$ cat src/rtl/mem_arb_pkg.sv
// Shared types and constants for the two-port main-memory arbiter.
package mem_arb_pkg;
   localparam int AW_DEF = 8;
   localparam int DW_DEF = 8;

   localparam logic PORT_F = 1'b0;
   localparam logic PORT_D = 1'b1;

   typedef enum logic {IDLE, ACCESS} state_e;
endpackage

$ cat src/rtl/mem_arbiter_if.sv
// Requester and memory-array signals of the arbiter, grouped as one bus.
interface mem_arbiter_if #(
   parameter int AW = mem_arb_pkg::AW_DEF,
   parameter int DW = mem_arb_pkg::DW_DEF
);
   logic          f_req;
   logic [AW-1:0] f_addr;
   logic          f_ack;
   logic [DW-1:0] f_rdata;
   logic          d_req;
   logic          d_we;
   logic [AW-1:0] d_addr;
   logic [DW-1:0] d_wdata;
   logic          d_ack;
   logic [DW-1:0] d_rdata;
   logic [AW-1:0] mem_addr;
   logic          mem_we;
   logic [DW-1:0] mem_wdata;
   logic [DW-1:0] mem_rdata;
   logic          busy;

   modport slave (
      input  f_req, f_addr, d_req, d_we, d_addr, d_wdata, mem_rdata,
      output f_ack, f_rdata, d_ack, d_rdata, mem_addr, mem_we, mem_wdata, busy
   );
   modport master (
      output f_req, f_addr, d_req, d_we, d_addr, d_wdata, mem_rdata,
      input  f_ack, f_rdata, d_ack, d_rdata, mem_addr, mem_we, mem_wdata, busy
   );
endinterface

$ cat src/rtl/mem_arbiter_rr_arb2.sv
// Two-way round-robin picker: a lone requester wins, a tie goes to the
// port that was not granted last.
module rr_arb2 (
   input  logic [1:0] req_i,
   input  logic       last_i,
   output logic       gnt_o,
   output logic       vld_o
);
   assign vld_o = |req_i;
   assign gnt_o = (&req_i) ? ~last_i : req_i[1];
endmodule

$ cat src/rtl/mem_arbiter.sv
// Arbitrates fetch (F) and load/store (D) ports onto one memory array,
// holding each access for WAIT_CYCLES+1 clocks before acking.
module mem_arbiter
   import mem_arb_pkg::*;
#(
   parameter int WAIT_CYCLES = 1,
   parameter int AW          = AW_DEF,
   parameter int DW          = DW_DEF
) (
   input  logic          clk,
   input  logic          rst_n,
   mem_arbiter_if.slave  bus
);
   state_e        state_q;
   logic          owner_q, last_q;
   logic [3:0]    cnt_q, cnt_d;
   logic [AW-1:0] mem_addr_q;
   logic          mem_we_q;
   logic [DW-1:0] mem_wdata_q, f_rdata_q, d_rdata_q;
   logic          f_ack_q, d_ack_q;
   logic          win, win_vld;

   rr_arb2 u_pick (
      .req_i  ({bus.d_req, bus.f_req}),
      .last_i (last_q),
      .gnt_o  (win),
      .vld_o  (win_vld)
   );

   assign cnt_d = cnt_q - 4'd1;

   always_ff @(posedge clk or negedge rst_n) begin
      if (!rst_n) begin
         state_q     <= IDLE;
         owner_q     <= PORT_F;
         last_q      <= PORT_D;
         cnt_q       <= '0;
         mem_addr_q  <= '0;
         mem_we_q    <= 1'b0;
         mem_wdata_q <= '0;
         f_rdata_q   <= '0;
         d_rdata_q   <= '0;
         f_ack_q     <= 1'b0;
         d_ack_q     <= 1'b0;
      end else begin
         f_ack_q <= 1'b0;
         d_ack_q <= 1'b0;
         case (state_q)
            IDLE: if (win_vld) begin
               owner_q <= win;
               last_q  <= win;
               cnt_q   <= 4'(WAIT_CYCLES);
               state_q <= ACCESS;
               if (win == PORT_D) begin
                  mem_addr_q  <= bus.d_addr;
                  mem_wdata_q <= bus.d_wdata;
                  mem_we_q    <= bus.d_we;
               end else begin
                  mem_addr_q  <= bus.f_addr;
                  mem_we_q    <= 1'b0;
               end
            end
            ACCESS: begin
               if (cnt_q != 4'd0) begin
                  cnt_q <= cnt_d;
               end else begin
                  // A write commits in the memory on this same edge.
                  if (!mem_we_q) begin
                     if (owner_q == PORT_D) d_rdata_q <= bus.mem_rdata;
                     else                   f_rdata_q <= bus.mem_rdata;
                  end
                  f_ack_q  <= (owner_q == PORT_F);
                  d_ack_q  <= (owner_q == PORT_D);
                  mem_we_q <= 1'b0;
                  state_q  <= IDLE;
               end
            end
            default: state_q <= IDLE;
         endcase
      end
   end

   assign bus.f_ack     = f_ack_q;
   assign bus.d_ack     = d_ack_q;
   assign bus.f_rdata   = f_rdata_q;
   assign bus.d_rdata   = d_rdata_q;
   assign bus.mem_addr  = mem_addr_q;
   assign bus.mem_we    = mem_we_q;
   assign bus.mem_wdata = mem_wdata_q;
   assign bus.busy      = (state_q == ACCESS);
endmodule

$ cat src/flat_wrapper.sv
// flat-port wrapper written by rule: the top's interface ports become plain ports
module mem_arbiter_flat import mem_arb_pkg::*;
#(
   parameter int WAIT_CYCLES = 1,
   parameter int AW          = AW_DEF,
   parameter int DW          = DW_DEF
)
  (clk, rst_n, bus_f_req, bus_f_addr, bus_d_req, bus_d_we, bus_d_addr, bus_d_wdata, bus_mem_rdata, bus_f_ack, bus_f_rdata, bus_d_ack, bus_d_rdata, bus_mem_addr, bus_mem_we, bus_mem_wdata, bus_busy);
  mem_arbiter_if #(.AW(AW), .DW(DW)) bus_i ();
  input  logic clk;
  input  logic rst_n;
  input wire logic [$bits(bus_i.f_req)-1:0] bus_f_req;
  input wire logic [$bits(bus_i.f_addr)-1:0] bus_f_addr;
  input wire logic [$bits(bus_i.d_req)-1:0] bus_d_req;
  input wire logic [$bits(bus_i.d_we)-1:0] bus_d_we;
  input wire logic [$bits(bus_i.d_addr)-1:0] bus_d_addr;
  input wire logic [$bits(bus_i.d_wdata)-1:0] bus_d_wdata;
  input wire logic [$bits(bus_i.mem_rdata)-1:0] bus_mem_rdata;
  output wire logic [$bits(bus_i.f_ack)-1:0] bus_f_ack;
  output wire logic [$bits(bus_i.f_rdata)-1:0] bus_f_rdata;
  output wire logic [$bits(bus_i.d_ack)-1:0] bus_d_ack;
  output wire logic [$bits(bus_i.d_rdata)-1:0] bus_d_rdata;
  output wire logic [$bits(bus_i.mem_addr)-1:0] bus_mem_addr;
  output wire logic [$bits(bus_i.mem_we)-1:0] bus_mem_we;
  output wire logic [$bits(bus_i.mem_wdata)-1:0] bus_mem_wdata;
  output wire logic [$bits(bus_i.busy)-1:0] bus_busy;
  assign bus_i.f_req = bus_f_req;
  assign bus_i.f_addr = bus_f_addr;
  assign bus_i.d_req = bus_d_req;
  assign bus_i.d_we = bus_d_we;
  assign bus_i.d_addr = bus_d_addr;
  assign bus_i.d_wdata = bus_d_wdata;
  assign bus_i.mem_rdata = bus_mem_rdata;
  assign bus_f_ack = bus_i.f_ack;
  assign bus_f_rdata = bus_i.f_rdata;
  assign bus_d_ack = bus_i.d_ack;
  assign bus_d_rdata = bus_i.d_rdata;
  assign bus_mem_addr = bus_i.mem_addr;
  assign bus_mem_we = bus_i.mem_we;
  assign bus_mem_wdata = bus_i.mem_wdata;
  assign bus_busy = bus_i.busy;
  mem_arbiter #(.WAIT_CYCLES(WAIT_CYCLES), .AW(AW), .DW(DW)) u_core (.clk(clk), .rst_n(rst_n), .bus(bus_i));
endmodule
$ cat config.mk
export PLATFORM = sky130hd
export DESIGN_NAME = mem_arbiter_flat
export DESIGN_NICKNAME = d
export VERILOG_FILES = /design/src/rtl/mem_arb_pkg.sv /design/src/rtl/mem_arbiter_if.sv /design/src/rtl/mem_arbiter_rr_arb2.sv /design/src/rtl/mem_arbiter.sv /design/src/flat_wrapper.sv
export SDC_FILE = /design/constraint.sdc
export NUM_CORES = 1
export LEC_CHECK = 0
export CORE_UTILIZATION = 41
export CTS_CLUSTER_DIAMETER = 200
export DETAILED_ROUTE_END_ITERATION = 6
export HOLD_SLACK_MARGIN = 0.06
export PLACE_DENSITY = 0.77
export SETUP_SLACK_MARGIN = 0.3
export SLEW_MARGIN = 20
export SYNTH_ARGS = -nofsm -noshare
export SYNTH_HDL_FRONTEND = slang
export SYNTH_SLANG_ARGS = --single-unit
$ cat constraint.sdc
create_clock -name clk -period 3.1 [get_ports clk]
set_input_delay 0.775 -clock clk [delete_from_list [all_inputs] [get_ports clk]]
set_output_delay 0.775 -clock clk [all_outputs]
set_load 0.02 [all_outputs]
[Word level (Yosys, flattened, before mapping)]
Cells that the tools add are included.
Operators by class
  add/subtract/negate cells: 1
  equality and inequality tests: 3
  muxes and demuxes: 16
  bitwise gates (word level): 5
  reductions and logical operators: 9
Operator list (count)
  two-way mux 1 bit: 10
  two-way mux 4 bit: 2
  two-way mux 8 bit: 1
  case mux 4 bit (2 select lines): 1
  AND reduction 2 bit: 4
  AND reduction 4 bit: 2
  inequality test 2 bit, second input constant: 3
  NOT 1 bit: 5
  case mux 1 bit (2 select lines): 2
  nonzero test 4 bit: 1
  subtractor 4 x 1 -> 4 bit, second input constant: 1
  AND reduction 3 bit: 1
  OR reduction 2 bit: 1
Word-level totals
  bits in registers: 42
  output and inout bits: 36
  word-level logic and storage cells: 45

[Depth between registers and ports, before layout]
Gate-level depths: netlist (run 1).
  depth after elaboration: 5
  mapped depth: 6
  mapped depth without buffers: 5

[By module]
A second synthesis (run 1) with hierarchy kept.
Unflattened totals
  cell total of the unflattened synthesis: 133
  area, all modules: 1752.9 sq um
Modules (own cells, without submodules)
  mem_arbiter: times used 1, cells an instance 131, area each 1739.2 sq um, seq. area each 1052.3 sq um
  rr_arb2: times used 1, cells an instance 2, area each 13.8 sq um, seq. area each 0.0 sq um

[Least setup slack after synthesis (run 1)]
OpenSTA, ideal clock, no wires.
  path kind: input port to flip-flop
  from: in bus_d_req
  to: reg u_core.mem_wdata_q[0] (netlist: u_core.bus.mem_wdata[0])
  library setup time: 0.125 ns
  data arrival time: 1.748 ns
  data required time: 2.975 ns
  setup slack: 1.227 ns
  cell stages on the path: 5
  cell sequence: a21bo_2 buf_2 nor2_1 buf_4 mux2_2
On the way
  longest elaborated chain between the ends: 3
RTL lines
  start: declaration: line flat_wrapper.sv:14  | input wire logic [$bits(bus_i.d_req)-1:0] bus_d_req;
  AND reduction 2 bit: line mem_arbiter_rr_arb2.sv:10  | assign gnt_o = (&req_i) ? ~last_i : req_i[1];
  two-way mux 1 bit: line mem_arbiter_rr_arb2.sv:10
  AND reduction 3 bit (no source line) *
  end signal: assignment: line mem_arbiter.sv:56  | mem_wdata_q <= bus.d_wdata;
  end: declaration: line mem_arbiter.sv:19  | logic [DW-1:0] mem_wdata_q, f_rdata_q, d_rdata_q;
Every way passes the cells marked *; elsewhere a longest branch is shown, timed or not.
A chain may end at the register's enable or synchronous reset.

[Final worst setup path (run 1)]
  from: in bus_d_req
  to: reg u_core.mem_wdata_q[1] (netlist: u_core.bus.mem_wdata[1])
The elaborated chain is that of the path after synthesis.

==> impl_metrics.tcl, run 1 <==
set metrics [dict create \
    status "complete, no violations" \
    final_hold_viol_count 0 \
    grt_use_total_pct 18.50 \
    antenna_left 0 \
    synthCells 137 \
    nets 252 \
    diodes 0 \
    worst_ep_required_time_ps 3280 \
    power_mw 2.756 \
    place.gp.congestion 0.7027 \
    worst_pin_slew_ps 903.6 \
    grt_max_degree 43 \
    ys.warnings.count 0 \
    yosysSeqAreaShare_pct 59.65 \
    internal-power_mw 1.743 \
    fill_cells 313 \
    placed_area_sq_um 2526 \
    fmax_mhz 432.3 \
    power_frac_comb_pct 51.2 \
    top_layer "met4" \
    synth_area_sq_um 1764 \
    vdd_drop_max_mv 0.4990 \
    rows 23 \
    htreeDepth 2 \
    antenna_found_initial 0 \
    period_share_pct 74.62 \
    grt_pass1_vias 1334 \
    maxCapViolations 0 \
    fin_skew_ps 8.776 \
    die_h_um 67.60 \
    cts_hold_buf 0 \
    critPathMaxFanout 9 \
    netSwitchingPower_mw 1.014 \
    synth.distinct_cells 32 \
    worstPathArrival_ps 2490 \
    p_per_area_nw_per_um2 1055 \
    drtIter0Drc 35 \
    hold_ws_ps 506.6 \
    cp-end-kind "flop" \
    cts_root_buffer "clkbuf_8" \
    ios 73 \
    clk_transition_reported_paths_ps 80 \
    rsz0062_at_grt "no" \
    start_util_pct 43.48 \
    drive_above_1_share_pct 17.76 \
    worst-setup-path-type "in2reg" \
    firstDrtPassIters 4 \
    fin_setup_tns_ps 0 \
    period_needed_ps 2313 \
    cts.sinks 42 \
    setup_viol 0 \
    met3WireLength_um 295 \
    p_leak_nw 1.139 \
    pwr-share-clk_pct 12.3 \
    switching_share_pct 36.77 \
    area_growth_pct 48.09 \
    syn_area_per_cell_sq_um 12.88 \
    dieArea_sq_um 4569 \
    ys_ff_latch 42 \
    drt-met1-wl_um 1694 \
    relSlewSlack_pct 39.76 \
    clkLatencyLatePin_ps 290 \
    clock_path_buffers 2 \
    hp-class "reg2reg" \
    wl_met2_um 1777 \
    via_per_inst 5.072 \
    finalMaxSlewViolations 0 \
    grt_pass1_wl_um 6147 \
    p_seq_share_pct 36.5 \
    final_common_cell "clkdlybuf4s50_1" \
    grt-ovfl-total 0 \
    layout_setup_ws_ps 786.7 \
    cts_tree "yes" \
    syn-num-nets 176 \
    post_cts_buffers 0 \
    port_buffers 72 \
    hpwlAfterDp_um 2887 \
    post_cts_resized 0 \
    routedWlPerCell_um 14.48 \
    fin_area_sq_um 2613 \
    numCtsBuffers 5 \
    vias 1339 \
    die_width_um 67.60 \
    final_cell_mix "clkdlybuf4s50_1 (71), dfrtp_1 (41), mux2_2 (16), a21oi_1 (16), nor2_1 (11)" \
    drc 0 \
    place_ws_ps 466.8 \
    routed_wl_um 3824 \
    core_area_sq_um 4058 \
    startpoint_type "primary input" \
]
==> final cells by class <==
type / instances / area (sq um) / share of cell area, %
clock inverter: 2 / 13.76 / 0.5268
tap: 50 / 62.56 / 2.395
multi-input combinational: 88 / 673.1 / 25.77
clock buffer: 6 / 72.57 / 2.778
inverter: 2 / 7.507 / 0.2874
sequential: 42 / 1052 / 40.28
timing repair buffer: 74 / 730.7 / 27.97
==> worst max-delay path, stage by stage <==
cell             delay, ps
clkdlybuf4s50_1        530
a21bo_2                300
nor2_1                 300
buf_4                  230
mux2_2                 340
==> power by group through the flow <==
| stage | Sequential, mW | Clock [mW] | Combinational, mW |
|---|---|---|---|
| after floorplan | 1.27 | 0 | 0.509 |
| after global placement | 0.994 | 0 | 1.38 |
| after detailed placement | 1.01 | 0 | 1.42 |
| after CTS | 1.01 | 0.351 | 1.42 |
| after global routing | 1.04 | 0.380 | 1.52 |
| final | 1.01 | 0.340 | 1.41 |
==> sequential cells by signal, indices dropped and copies added (netlist names) <==
signal,count
u_core.bus.d_rdata,8
u_core.bus.mem_we,1
u_core.last_q,1
u_core.bus.f_ack,1
u_core.bus.busy,1
u_core.bus.mem_wdata,8
u_core.cnt_q,4
u_core.bus.d_ack,1
u_core.bus.f_rdata,8
u_core.bus.mem_addr,8
u_core.owner_q,1
==> synthesized netlist by cell type <==
master	number	area [sq um]
a21o_1	2	15.01
buf_2	1	5.000
or3_1	1	6.260
a21oi_1	16	80.08
o21ai_0	4	20.02
and4bb_2	1	12.51
mux2_4	8	120.1
ha_1	2	25.02
nand2_1	10	37.54
mux2i_1	2	20.02
a21boi_1	1	7.510
nand3b_1	1	7.510
mux2_2	16	180.2
nor2b_1	1	6.260
o21bai_1	1	7.510
buf_6	1	11.26
nand2b_1	2	12.51
dfrtp_1	41	1026
a21bo_2	1	10.01
and2_1	1	6.260
inv_1	2	7.510
nor2_1	11	41.29
dfstp_2	1	26.28
o31a_1	1	8.760
nor3_1	1	5.000
o21ba_2	1	10.01
a32o_1	1	10.01
o21ai_1	1	5.000
or4_1	1	7.510
buf_4	1	7.510
clkbuf_1	2	7.510
nand4bb_1	1	11.26
==> logic make-up (layout without fill, tap and decap cells) <==
logic type	count (synthesis)	after routing	synth area share, %
DFF	42	42	59.65
and+or+nand+nor	31	31	8.724
AOI/OAI and AO/OA	29	29	9.858
muxes	26	26	18.16
buffers and inverters	7	84	2.199
adders and majority gates	2	2	1.418
==> through the flow <==
| stage | utilization (%) | cells |
|---|---|---|
| final | 64.38 | 264 |
| after global routing | 64.38 | 264 |
| after CTS | 64.38 | 264 |
| after detailed placement | 62.26 | 256 |
| after global placement | 62.26 | 256 |
| after floorplan | - | 137 |
==> routing by layer <==
| layer | GRT usage [%] | up-vias |
|---|---|---|
| met5 | 0 | - |
| met4 | 5.851 | 0 |
| met3 | 6.757 | 6 |
| met2 | 29.46 | 69 |
| met1 | 23.17 | 634 |
| li1 | - | 630 |
==> worst paths after layout <==
| kind | from | to | slack, ps | cells past startpoint |
|---|---|---|---|---|
| worst min-delay path | u_core.bus.mem_wdata[2] | u_core.bus.mem_wdata[2] | 510 | 1 |
| worst max-delay path | bus_d_req | u_core.bus.mem_wdata[1] | 790 | 5 |
| worst min register to register | u_core.bus.mem_wdata[2] | u_core.bus.mem_wdata[2] | 510 | 1 |
| worst max register to register | u_core.cnt_q[0] | u_core.bus.f_rdata[0] | 1160 | 5 |
| min in group asynchronous | rst_n | u_core.cnt_q[0] | 610 | 1 |
| max in group asynchronous | rst_n | u_core.bus.mem_wdata[3] | 1930 | 1 |
(Power assumes the default switching activity.)
==> run 2: changes to the inputs <==
--- a/config.mk
+++ b/config.mk
@@ -5,11 +5,11 @@
 export SDC_FILE = /design/constraint.sdc
 export NUM_CORES = 1
 export LEC_CHECK = 0
-export CORE_UTILIZATION = 41
+export CORE_UTILIZATION = 38
 export CTS_CLUSTER_DIAMETER = 200
 export DETAILED_ROUTE_END_ITERATION = 6
 export HOLD_SLACK_MARGIN = 0.06
-export PLACE_DENSITY = 0.77
+export PLACE_DENSITY = 0.75
 export SETUP_SLACK_MARGIN = 0.3
 export SLEW_MARGIN = 20
 export SYNTH_ARGS = -nofsm -noshare
==> constraint.sdc (replaced) <==
create_clock -name clk -period 2 [get_ports clk]
set_input_delay 0.5 -clock clk [delete_from_list [all_inputs] [get_ports clk]]
set_output_delay 0.5 -clock clk [all_outputs]
set_load 0.02 [all_outputs]
==> run 2 against run 1 <==
Net effect: via count rose by 4.1%; first-iteration DRC count is 31% lower; sequential share of layout area down 1.7 points; register-to-register slack worse by 860 ps; die area is 7.7% higher; cell count increased by 5.7%; utilization is 2.5 points lower; highest routed layer unchanged; wire length up 5.9%; total power rose by 55%.
==> impl_metrics.tcl, run 2 (synthesized netlist as in run 1, its figures left out) <==
set metrics [dict create \
    routed_wl_um 4048 \
    cts_hold_buf 0 \
    startpoint_type "flop" \
    antenna_left 0 \
    clkLatencyLatePin_ps 290 \
    endpoint "u_core.bus.f_rdata[5]" \
    reg2reg_depth 6 \
    status "complete, no violations" \
    rrSetupSlack_ps 300 \
    critPathMaxFanout 8 \
    fin_skew_ps 3.311 \
    cts.sinks 42 \
    start_util_pct 39.97 \
    final_cell_mix "dfrtp_1 (40), dlygate4sd2_1 (36), clkdlybuf4s50_1 (35)" \
    p_leak_nw 1.272 \
    setup_viol 0 \
    drc 0 \
    die_width_um 70.14 \
    maxCapViolations 0 \
    cts_root_buffer "clkbuf_8" \
    routedWlPerCell_um 14.51 \
    placed_area_sq_um 2609 \
    worst_path_largest_cell_delay_ps 390 \
    r2r-end "u_core.bus.f_rdata[5]" \
    drive_above_1_share_pct 25.11 \
    final_common_cell "dfrtp_1" \
    fmax_mhz 588.9 \
    area_growth_pct 54.96 \
    ios 73 \
    worst_ep_required_time_ps 2180 \
    slowest_stage "dfrtp_1" \
    numCtsBuffers 5 \
    worstPathArrival_ps 1880 \
    cp_cell_sequence "inv_2 -> ha_4 -> nand4bb_1 -> or3_1 -> buf_6 -> mux2_4" \
    diodes 0 \
    p_per_area_nw_per_um2 1566 \
    cp-end-kind "flop" \
    final_util_pct 61.93 \
    fin_area_sq_um 2734 \
    rsz0062_at_grt "yes" \
    grt_use_total_pct 17.78 \
    vdd_drop_max_mv 0.8251 \
    finalMaxSlewViolations 0 \
    period_needed_ps 1698 \
    hp-class "in2async" \
    nets 266 \
    rows 24 \
    port_buffers 72 \
    r2r_start "u_core.cnt_q[1]" \
    grt_pass1_wl_um 6872 \
    die_h_um 70.14 \
    firstDrtPassIters 5 \
    grt-ovfl-total 0 \
    final_hold_viol_count 0 \
    hpwlAfterDp_um 2884 \
    cts_tree "yes" \
    worst_pin_slew_ps 536.5 \
    place.gp.congestion 0.8251 \
    core_area_sq_um 4414 \
    drtIter0Drc 24 \
    worst-setup-path-type "reg2reg" \
    fin_setup_tns_ps 0 \
    hold_ws_ps 182.9 \
    crit_start "u_core.cnt_q[1]" \
    clk_transition_reported_paths_ps 80 \
    grt_pass1_vias 1488 \
    vias 1394 \
    period_share_pct 84.90 \
    dieArea_sq_um 4919 \
    htreeDepth 2 \
    via_per_inst 4.996 \
    antenna_found_initial 0 \
    clock_path_buffers 2 \
    grt_max_degree 24 \
    fill_cells 352 \
    relSlewSlack_pct 64.23 \
]
run 2: cell types whose count changed in the layout (fill, tap and decap cells not counted), moves of 2 or more:
cell | previous run | this run
inv_2 | 0 | 2
dlygate4sd2_1 | 0 | 36
clkdlybuf4s50_1 | 71 | 35
buf_4 | 2 | 14
inv_1 | 2 | 0
run 2: how the worst min path moves through the flow:
stage                               from  cells after the start                      to  slack (ps)
after floorplan                    rst_n                      0         u_core.bus.busy         200
after global placement    u_core.owner_q                      1        u_core.bus.f_ack         480
after detailed placement  u_core.owner_q                      1        u_core.bus.f_ack         490
after CTS                          rst_n                      1   u_core.bus.d_rdata[5]         200
after global routing               rst_n                      1  u_core.bus.mem_addr[6]         220
final                              rst_n                      1  u_core.bus.mem_addr[6]         180
run 2: through the flow:
step / instances / worst slack (ps) / power [mW]
floorplan: 137 / 347.0 / 2.758
global placement: 267 / 23.88 / 3.756
detailed placement: 267 / 7.605 / 3.808
CTS: 278 / 306.8 / 4.279
global route: 279 / 253.1 / 4.557
finish: 279 / 301.9 / 4.280
run 2: layer usage:
layer / global-route usage, % / share of wire [%]
met3: 5.483 / 6.0
met5: 0 / 0
met1: 20.85 / 42
met4: 8.444 / 2.3
met2: 29.59 / 50
run 2: worst max-delay path, delay by kind of cell, from the launching register on:
kind | cells | cell delay, ps
adder cells (fa/ha/maj) | 1 | 140
flip-flops | 1 | 390
AND/OR/NAND/NOR | 2 | 510
multiplexers | 1 | 300
buffers and inverters | 2 | 240
run 2: power by group:
| part | leakage, nW | total (mW) | internal (mW) | switching, mW |
|---|---|---|---|---|
| logic | 0.722 | 2.09 | 1.02 | 1.06 |
| registers | 0.493 | 1.52 | 1.28 | 0.237 |
| clock network | 0.0573 | 0.679 | 0.399 | 0.280 |
run 2: what timing repair did:
item,in CTS,in global routing
pin swaps,0,2
buffers inserted,4,1
endpoints found under the setup margin,52,17
gates resized for setup,38,5
run 2: area by class of cell:
cell class	instances	area, sq um	share of cell area [%]
inverter	2	7.507	0.2746
clock buffer	6	82.58	3.021
sequential	42	1054	38.54
timing repair buffer	88	807.0	29.52
clock inverter	1	30.03	1.098
tap	52	65.06	2.380
multi-input combinational	88	688.2	25.17
